### src/rtl/cruise_pkg.sv
// Shared definitions for the cruise-control block: speed width, default
// tuning values and the state encoding exposed on the debug port.
package cruise_pkg;

  localparam int SPEED_W         = 8;
  localparam int DEF_MIN_SPEED   = 45;
  localparam int DEF_MAX_SPEED   = 200;
  localparam int DEF_STEP        = 1;
  localparam int DEF_HOLD_CYCLES = 4;

  typedef enum logic [2:0] {
    ST_OFF      = 3'd0,
    ST_STANDBY  = 3'd1,
    ST_CRUISE   = 3'd2,
    ST_OVERRIDE = 3'd3,
    ST_SUSPEND  = 3'd4
  } cruise_state_e;

endpackage

### src/rtl/cruise_speed_controller_filter.sv
// Persistence filter: a speed-too-low / speed-too-high result must hold for
// HOLD_CYCLES consecutive cycles before a registered throttle command issues.
module compare_hold_filter #(
  parameter int HOLD_CYCLES = 4
) (
  input  logic clk,
  input  logic rst_n,
  input  logic enable,
  input  logic clear,
  input  logic G,
  input  logic L,
  output logic up,
  output logic down
);

  localparam int CNT_W = $clog2(HOLD_CYCLES + 1);
  localparam logic [CNT_W-1:0] CNT_MAX = CNT_W'(HOLD_CYCLES);
  localparam logic [CNT_W-1:0] CNT_ONE = 1;

  logic [CNT_W-1:0] cnt_q, cnt_d;
  logic [1:0]       res_q, res_d;
  logic             up_q, up_d;
  logic             down_q, down_d;

  always_comb begin
    res_d  = {G, L};
    cnt_d  = cnt_q;
    up_d   = 1'b0;
    down_d = 1'b0;
    if (!enable || clear) begin
      cnt_d = '0;
    end else if (cnt_q == '0 || res_q != {G, L}) begin
      // First cycle of a new result counts as one.
      cnt_d = CNT_ONE;
    end else if (cnt_q != CNT_MAX) begin
      cnt_d = cnt_q + CNT_ONE;
    end
    // An equal result (G=L=0) drops both commands without any filtering.
    up_d   = (cnt_d == CNT_MAX) && L && !G;
    down_d = (cnt_d == CNT_MAX) && G && !L;
  end

  always_ff @(posedge clk or negedge rst_n) begin
    if (!rst_n) begin
      cnt_q  <= '0;
      res_q  <= '0;
      up_q   <= 1'b0;
      down_q <= 1'b0;
    end else begin
      cnt_q  <= cnt_d;
      res_q  <= res_d;
      up_q   <= up_d;
      down_q <= down_d;
    end
  end

  assign up   = up_q;
  assign down = down_q;

endmodule

### src/rtl/cruise_speed_controller.sv
// Cruise-control FSM: owns the target-speed register feeding the external
// comparator and turns its filtered result into throttle commands.
module cruise_speed_controller
  import cruise_pkg::*;
#(
  parameter int MIN_SPEED   = DEF_MIN_SPEED,
  parameter int MAX_SPEED   = DEF_MAX_SPEED,
  parameter int STEP        = DEF_STEP,
  parameter int HOLD_CYCLES = DEF_HOLD_CYCLES
) (
  input  logic               clk,
  input  logic               rst_n,
  input  logic               on,
  input  logic               off,
  input  logic               set,
  input  logic               resume,
  input  logic               inc,
  input  logic               dec,
  input  logic               brake,
  input  logic               accel,
  input  logic [SPEED_W-1:0] speed,
  input  logic               G,
  input  logic               Eq,
  input  logic               L,
  output logic [SPEED_W-1:0] cruise_speed,
  output logic               throttle_up,
  output logic               throttle_down,
  output logic               engaged,
  output logic [2:0]         state
);

  localparam int SPEED_XW = SPEED_W + 1;
  localparam logic [SPEED_W-1:0]  MIN_S  = SPEED_W'(MIN_SPEED);
  localparam logic [SPEED_W-1:0]  MAX_S  = SPEED_W'(MAX_SPEED);
  localparam logic [SPEED_W-1:0]  STEP_S = SPEED_W'(STEP);
  localparam logic [SPEED_XW-1:0] MIN_X  = SPEED_XW'(MIN_SPEED);
  localparam logic [SPEED_XW-1:0] MAX_X  = SPEED_XW'(MAX_SPEED);
  localparam logic [SPEED_XW-1:0] STEP_X = SPEED_XW'(STEP);

  cruise_state_e      state_q, state_d;
  logic [SPEED_W-1:0] cs_q, cs_d;
  logic               valid_q, valid_d;
  logic               engaged_q, engaged_d;
  logic               cs_we;

  logic               set_ok;
  logic               below_min;
  logic [SPEED_XW-1:0] inc_sum;
  logic [SPEED_W-1:0] inc_val;
  logic [SPEED_W-1:0] dec_val;

  // Saturating target arithmetic, widened so the sum cannot wrap at 255.
  always_comb begin
    set_ok    = (speed >= MIN_S) && (speed <= MAX_S);
    below_min = (speed < MIN_S);
    inc_sum   = {1'b0, cs_q} + STEP_X;
    inc_val   = (inc_sum > MAX_X) ? MAX_S : inc_sum[SPEED_W-1:0];
    dec_val   = ({1'b0, cs_q} < (MIN_X + STEP_X)) ? MIN_S : (cs_q - STEP_S);
  end

  always_comb begin
    state_d = state_q;
    cs_d    = cs_q;
    valid_d = valid_q;
    cs_we   = 1'b0;
    if (off) begin
      state_d = ST_OFF;
      valid_d = 1'b0;
    end else begin
      case (state_q)
        ST_OFF: begin
          if (on) state_d = ST_STANDBY;
        end
        ST_STANDBY, ST_SUSPEND: begin
          // Pedals outrank the engage buttons, so neither engages while pressed.
          if (!brake && !accel) begin
            if (set && set_ok) begin
              state_d = ST_CRUISE;
              cs_d    = speed;
              cs_we   = 1'b1;
              valid_d = 1'b1;
            end else if (resume && valid_q &&
                         (state_q == ST_STANDBY || !below_min)) begin
              state_d = ST_CRUISE;
            end
          end
        end
        ST_CRUISE: begin
          if (brake) begin
            state_d = ST_SUSPEND;
          end else if (accel) begin
            state_d = ST_OVERRIDE;
          end else if (below_min) begin
            state_d = ST_STANDBY;
          end else if (set) begin
            if (set_ok) begin
              cs_d  = speed;
              cs_we = 1'b1;
            end
          end else if (!resume && (inc ^ dec)) begin
            cs_d  = inc ? inc_val : dec_val;
            cs_we = 1'b1;
          end
        end
        ST_OVERRIDE: begin
          if (brake)       state_d = ST_SUSPEND;
          else if (!accel) state_d = ST_CRUISE;
        end
        default: state_d = ST_OFF;
      endcase
    end
    engaged_d = (state_d == ST_CRUISE);
  end

  always_ff @(posedge clk or negedge rst_n) begin
    if (!rst_n) begin
      state_q   <= ST_OFF;
      cs_q      <= '0;
      valid_q   <= 1'b0;
      engaged_q <= 1'b0;
    end else begin
      state_q   <= state_d;
      cs_q      <= cs_d;
      valid_q   <= valid_d;
      engaged_q <= engaged_d;
    end
  end

  // The filter only runs while we stay in CRUISE; a target write restarts it.
  compare_hold_filter #(
    .HOLD_CYCLES(HOLD_CYCLES)
  ) u_filter (
    .clk   (clk),
    .rst_n (rst_n),
    .enable((state_q == ST_CRUISE) && (state_d == ST_CRUISE)),
    .clear (cs_we),
    .G     (G && !Eq),
    .L     (L && !Eq),
    .up    (throttle_up),
    .down  (throttle_down)
  );

  assign cruise_speed = cs_q;
  assign engaged      = engaged_q;
  assign state        = state_q;

endmodule

### config.mk
export PLATFORM = sky130hd
export DESIGN_NAME = cruise_speed_controller
export DESIGN_NICKNAME = d
export VERILOG_FILES = /design/src/rtl/cruise_pkg.sv /design/src/rtl/cruise_speed_controller_filter.sv /design/src/rtl/cruise_speed_controller.sv
export SDC_FILE = /design/constraint.sdc
export NUM_CORES = 1
export LEC_CHECK = 0
export ABC_AREA = 1
export BUFFER_PORTS_ARGS = -buffer_cell sky130_fd_sc_hd__buf_2
export CORE_ASPECT_RATIO = 0.9
export CORE_MARGIN = 4
export CORE_UTILIZATION = 55
export CTS_CLUSTER_SIZE = 40
export DETAILED_ROUTE_END_ITERATION = 12
export GPL_ROUTABILITY_DRIVEN = 0
export PLACE_DENSITY = 0.82
export SYNTH_ARGS = -nofsm -noshare
export SYNTH_HDL_FRONTEND = slang
export SYNTH_SLANG_ARGS = --single-unit
export TNS_END_PERCENT = 50
### constraint.sdc
create_clock -name clk -period 2.6 [get_ports clk]
set_clock_uncertainty 0.15 [all_clocks]
set_input_delay 0 -clock clk [delete_from_list [all_inputs] [get_ports clk]]
set_output_delay 0 -clock clk [all_outputs]
set_load 0.03 [all_outputs]
* Word-level counts from Yosys, hierarchy flattened
Cells that the tools add are included.
** Cells by class
- Add/sub/neg operators :: 3
- $lt $le $gt $ge :: 5
- Eq/ne operators :: 15
- Mux-type cells :: 40
- Bitwise logic cells :: 2
- Reductions and logical operators :: 33
** Operator list (count)
- 2-to-1 mux 8 bit :: 11
- 2-to-1 mux 3 bit :: 13
- less-than comparator 8 x 6 -> 1 bit (second input constant) :: 2
- case mux 8 bit (2 select lines) :: 1
- logical AND 1 bit :: 13
- 2-to-1 mux 1 bit :: 13
- case mux 3 bit (4 select lines) :: 1
- != test 2 bit (second input constant) :: 5
- adder 8 x 1 -> 9 bit (second input constant) :: 1
- == test 3 x 2 -> 1 bit (second input constant) :: 3
- > comparator 9 x 8 -> 1 bit (second input constant) :: 1
- != test 3 bit (second input constant) :: 3
- AND reduction 9 bit :: 1
- >= comparator 8 x 6 -> 1 bit (second input constant) :: 1
- <= comparator 8 bit (second input constant) :: 1
- logical NOT 1 bit :: 8
- nonzero test 2 bit :: 4
- subtractor 8 x 1 -> 8 bit (second input constant) :: 1
- == test 3 bit (second input constant) :: 2
- logical NOT 3 bit :: 2
- adder 3 x 1 -> 3 bit (second input constant) :: 1
- == test 3 x 1 -> 1 bit (second input constant) :: 1
- logical OR 1 bit :: 3
- AND reduction 3 bit :: 1
- 5 further kinds :: 5
** Storage, ports and cells
- Bits in registers :: 20
- Input port bits :: 21

* Depth between registers and ports, before layout
- Depth after elaboration :: 17
- Gate-level depth with buffers :: 15

* Modules after synthesis
Synthesis repeated with hierarchy kept, for this count alone.
** Second synthesis, totals
- Cells, all modules :: 273
- Area total of the unflattened synthesis :: 1647.8 µm²
** By module, submodules not included
- cruise_speed_controller :: times used 1, cells each 227, area each 1290.0 µm², sequential area each 325.3 µm²
- compare_hold_filter :: times used 1, cells each 46, area each 357.8 µm², sequential area each 175.2 µm²

* Worst setup path before layout
Ideal clock, no wire load.
- Path kind :: register -> register
- Start :: reg cs_q[1] (netlist: cruise_speed[1])
- End :: reg cs_q[3] (netlist: cruise_speed[3])
- Setup time :: 0.131 ns
- Data arrival time :: 1.821 ns
- Data required time :: 2.319 ns
- Slack :: 0.498 ns
- Stages on the path, launching flop included :: 13
- Path buffers :: 0
- Clock period less this slack :: 2.102 ns
- Path through :: dfrtp_1 > ha_1 > nand3_2 > nor2_2 > nand2_1 > xor2_1 > inv_1 > nand3_2 > nand2_2 > nand2_2 > nand2_2 > nor2_1 > o22ai_2
** On the way
- Longest elaborated chain between the ends :: 10
** Ends and longest elaborated chain
- from (decl) :: line cruise_speed_controller.sv:41 : logic [SPEED_W-1:0] cs_q, cs_d;
- from (signal assigned) :: line cruise_speed_controller.sv:123 : cs_q <= cs_d;
- adder 8 x 1 -> 9 bit :: line cruise_speed_controller.sv:56 : inc_sum = {1'b0, cs_q} + STEP_X;
- > comparator 9 x 8 -> 1 bit :: line cruise_speed_controller.sv:57 : inc_val = (inc_sum > MAX_X) ? MAX_S : inc_sum[SPEED_W-1:0];
- 2-to-1 mux 8 bit :: line cruise_speed_controller.sv:57
- 2-to-1 mux 8 bit (*) :: line cruise_speed_controller.sv:101 : cs_d = inc ? inc_val : dec_val;
- 2-to-1 mux 8 bit (*) :: line cruise_speed_controller.sv:100 : end else if (!resume && (inc ^ dec)) begin
- 2-to-1 mux 8 bit (*) :: line cruise_speed_controller.sv:95 : end else if (set) begin
- 2-to-1 mux 8 bit (*) :: line cruise_speed_controller.sv:93 : end else if (below_min) begin
- 2-to-1 mux 8 bit (*) :: line cruise_speed_controller.sv:91 : end else if (accel) begin
- 2-to-1 mux 8 bit (*) :: line cruise_speed_controller.sv:89 : if (brake) begin
- case mux 8 bit (2 select lines) (*) :: line cruise_speed_controller.sv:70 : case (state_q)
Every way passes the cells marked *; elsewhere a longest branch is shown, timed or not. The select of a mux whose other input is x is not followed.
A chain may end at the register's enable or synchronous reset.

* Worst setup path in the final report
- Start :: in speed[3]
- End :: reg state_q[0] (netlist: state[0])
** On the way
- Longest elaborated chain between the ends :: 9
** Ends and longest elaborated chain
- from (decl) :: line cruise_speed_controller.sv:21 : input logic [SPEED_W-1:0] speed,
- less-than comparator 8 x 6 -> 1 bit :: line cruise_speed_controller.sv:55 : below_min = (speed < MIN_S);
- logical NOT 1 bit :: line cruise_speed_controller.sv:83 : (state_q == ST_STANDBY || !below_min)) begin
- logical OR 1 bit :: line cruise_speed_controller.sv:83
- logical AND 1 bit :: line cruise_speed_controller.sv:82 : end else if (resume && valid_q &&
- 2-to-1 mux 3 bit :: line cruise_speed_controller.sv:82
- 2-to-1 mux 3 bit :: line cruise_speed_controller.sv:77 : if (set && set_ok) begin
- 2-to-1 mux 3 bit :: line cruise_speed_controller.sv:76 : if (!brake && !accel) begin
- case mux 3 bit (4 select lines) (*) :: line cruise_speed_controller.sv:70
- 2-to-1 mux 3 bit (*) :: line cruise_speed_controller.sv:66 : if (off) begin
- named net state_d[0] :: line cruise_speed_controller.sv:40 : cruise_state_e state_q, state_d;
- to (signal assigned) :: line cruise_speed_controller.sv:122 : state_q <= state_d;
- to (decl) :: line cruise_speed_controller.sv:40
The timed path passes the listed nets; every way through them passes the cells marked *.

==> results by group <==
Layout
  – Final Core Density: between 80 and 90%
  – Fillcell total: roughly 180
  – Non-filler cells, final: 345
  – Post-route cell area: 0.00227 mm^2
  – Multi-input gate area: 0.00102 mm^2
  – Fraction of layout cells with a size suffix above 1: 31.1%
  – Area growth, synth to finish: 37.5%
  – FF+latch area: between 500 and 600 um^2
  – Antenna Diode Count: 0
  – Final nets: 332

Synth
  – Mapped cell area: 0.00165 mm^2
  – Warnings, synthesis: 0
  – Commonest cells post-synth: nand2_1 (46), nor2_1 (31), inv_1 (28)
  – Avg Cell Area, Syn: around 7.0 um^2
  – Top-count cell post-synth: nand2_1
  – Post-Syn Nets: 263
  – Ys async rst share: 100%
  – Distinct cells, synth: 37
  – Mapped Cells: 237
  – Sequential fraction of the synthesis area: about 30%
  – Dominant cell type by area after synthesis: dfrtp_1
  – Synth top area cells: dfrtp_1 (30%), nand2_1 (10%), nor2_1 (7.1%), inv_1 (6.4%), xor2_1 (5.3%)
  – Post-synthesis register bit count: 20
  – Most used DFF post-synth: dfrtp_1
  – Number of flops mapped to enable cells by yosys: 0
  – Synth top area share: 30.3%

Power
  – Peak supply drop: ~0.54 mV
  – Logic pwr share: 49.8%
  – Psw: ~0.67 mW
  – Sequential fraction of design power: 32.2%
  – Power Density: 658 mW/mm^2
  – Pleak: 1.12 nW
  – Sw frac: approximately 45%
  – Internal: 0.819 mW
  – PnR Total Power: around 1.5 mW
  – Clock power frac: 18.0%

Die
  – Row count: 18
  – Y dimension of the die: 60.0 um
  – Die W: 65.7 um
  – # IOs: 35
  – Starting density of the core: approximately three fifths
  – Die Area: 0.00394 mm^2
  – Core area: approximately 0.0028 mm^2

Clocking
  – Clk pin slew, worst setup/hold paths: 0.13 ns
  – CTS tree: yes
  – Inserted Clock Buffers: 3
  – Clk_lat worst skew: 0.32 ns
  – Max H-tree Level: 1
  – CTS sink cnt: 20
  – Root buf cell: clkbuf_4
  – Clock Path Buffers: 2

Placed design
  – Dpl cells: 307
  – Post-place setup slack: 0.473 ns
  – Port bufs: 34
  – Placed instance area: 0.00185 mm^2
  – DP HPWL: ~2.9 mm

Worst setup path
  – CP max FO: 5
  – CP Launch Type: input pin
  – CP arrival: 2.59 ns
  – R2R Setup Slk: approximately 0.08 ns
  – CP required: between 2 and 3 ns
  – WS Path Type: input pin to register
  – CP Capture Type: register

Route
  – Routed WL: between 4 and 5 mm
  – Router iterations before antenna repair: 5
  – DR vias: 1844
  – Avg Vias per Cell: 5.34
  – Mean routed wirelength per cell: 13.7 um
  – DR iter-0 viols: 117
  – DRT antenna net count: 0
  – DRC: 0

Run
  – Max Cap Viol: 0

Timing
  – Final min period: 2.53 ns
  – Setup TNS: 0 ns
  – RSZ-0062 raised after global routing: true
  – Final hold slack: roughly 0.011 ns
  – Final Hold Violating Endpoints: 0
  – Fin. max-slew vios: 0
  – Final setup margin: 0.0746 ns
  – Fmax: just under 400 MHz
  – Worst Tran Pin Value: 0.481 ns
  – Worst slew margin: 67.9%
  – Final setup violation count: 0
  – Period utilization: 97.1%

Global routing
  – Initial antenna violation count: 0
  – First-pass GRT wire length: 7.57 mm
  – Total global-route track usage: between 20% and 30%
  – Largest net degree at the start of global routing: 21
  – Number of global-route vias before repair: 1630
  – Grt total ovfl: 0

Run status
  – Status: finished clean

Worst hold path
  – Hold WC Path Type: input pin to asynchronous set/reset pin
==> per-layer routing <==
layer / GRT usage [%] / wire, um / up-vias
li1: - / - / 898
met1: 33.5 / 1980 / 850
met2: 42.9 / 2360 / 86
met3: 3.01 / 306 / 10
met4: 8.58 / 91 / 0
met5: 0 / 0 / -
==> power groups by stage <==
| stage | sequential, mW | clock [mW] | combinational, mW |
|---|---|---|---|
| 2_1_floorplan | 0.535 | 0 | 0.363 |
| 6_report | 0.480 | 0.268 | 0.744 |
| 3_5_place_dp | 0.477 | 0 | 0.572 |
| 5_1_grt | 0.493 | 0.291 | 0.806 |
| 3_3_place_gp | 0.475 | 0 | 0.569 |
| 4_1_cts | 0.471 | 0.271 | 0.617 |
==> cell type report <==
type	count	share of cell area [%]
clock buffers	3	0.993
clock inverters	1	1.32
inverters	40	6.62
multi-input cells	172	44.8
flip-flops and latches	20	22.3
well taps	40	2.21
repair buffers	69	21.7
==> flip-flops by register name, summed over array words and instances, names as in the netlist <==
| signal | count |
|---|---|
| u_filter.res_q | 2 |
| u_filter.cnt_q | 3 |
| cruise_speed | 8 |
| engaged | 1 |
| state | 3 |
| u_filter.down | 1 |
| valid_q | 1 |
| u_filter.up | 1 |
==> cells in the final DEF (no fill, tap or decap), drive strengths merged <==
master / netlist / final
a31oi: 1 / 1
a22oi: 2 / 2
buf: 3 / 45
nand4: 5 / 5
nand2: 54 / 54
o22ai: 2 / 2
nor3: 8 / 8
o311ai: 1 / 1
ha: 5 / 5
clkbuf: 2 / 3
o211ai: 1 / 1
a211oi: 1 / 1
inv: 38 / 38
o21ai: 17 / 17
clkinv: 2 / 2
xor2: 11 / 11
dfrtp: 20 / 20
a211o: 1 / 1
nor2: 37 / 37
dlygate4sd3: 0 / 24
nand3: 15 / 15
a32oi: 2 / 2
bufinv: 0 / 1
a21oi: 9 / 9
==> logic make-up (layout without fill, tap and decap cells) <==
| kind of cell | count (synthesis) | after routing | share of synthesized area (%) |
|---|---|---|---|
| flops | 20 | 20 | 30.3 |
| xor+xnor | 11 | 11 | 6.29 |
| simple gates | 119 | 119 | 35.0 |
| buf+inv | 45 | 113 | 10.8 |
| fa+ha+maj | 5 | 5 | 3.79 |
| compound gates | 37 | 37 | 13.8 |
==> critical path, stage by stage <==
cell	delay (ns)
dlygate4sd3_1	0.53
buf_2	0.13
nand2_1	0.07
clkinv_1	0.05
nand3_2	0.09
nand2_4	0.10
nor2_1	0.05
o21ai_1	0.14
nand2_1	0.06
dlygate4sd3_1	0.57
a21oi_2	0.17
dlygate4sd3_1	0.57
nor2_1	0.04
==> final timing paths <==
check	depth (start not counted)	from	to
worst min register to register	2	cruise_speed[7]$_DFFE_PN0P_	cruise_speed[7]$_DFFE_PN0P_
max in group asynchronous	2	rst_n	state[0]$_DFF_PN0_
worst min-delay path	2	rst_n	cruise_speed[6]$_DFFE_PN0P_
min in group clk	5	inc	cruise_speed[2]$_DFFE_PN0P_
worst max-delay path	13	speed[3]	state[0]$_DFF_PN0_
worst max register to register	12	cruise_speed[1]$_DFFE_PN0P_	cruise_speed[0]$_DFFE_PN0P_
==> timing repair <==
| action | 4_1_cts | 5_1_grt |
|---|---|---|
| hold buffers | 25 | 0 |
| buffers inserted | 0 | 10 |
| endpoints found under the setup margin | 0 | 4 |
| resized for setup | 0 | 13 |
| hold endpoints to repair | 40 | 0 |
Note: power is estimated with default switching activity, not from simulation.
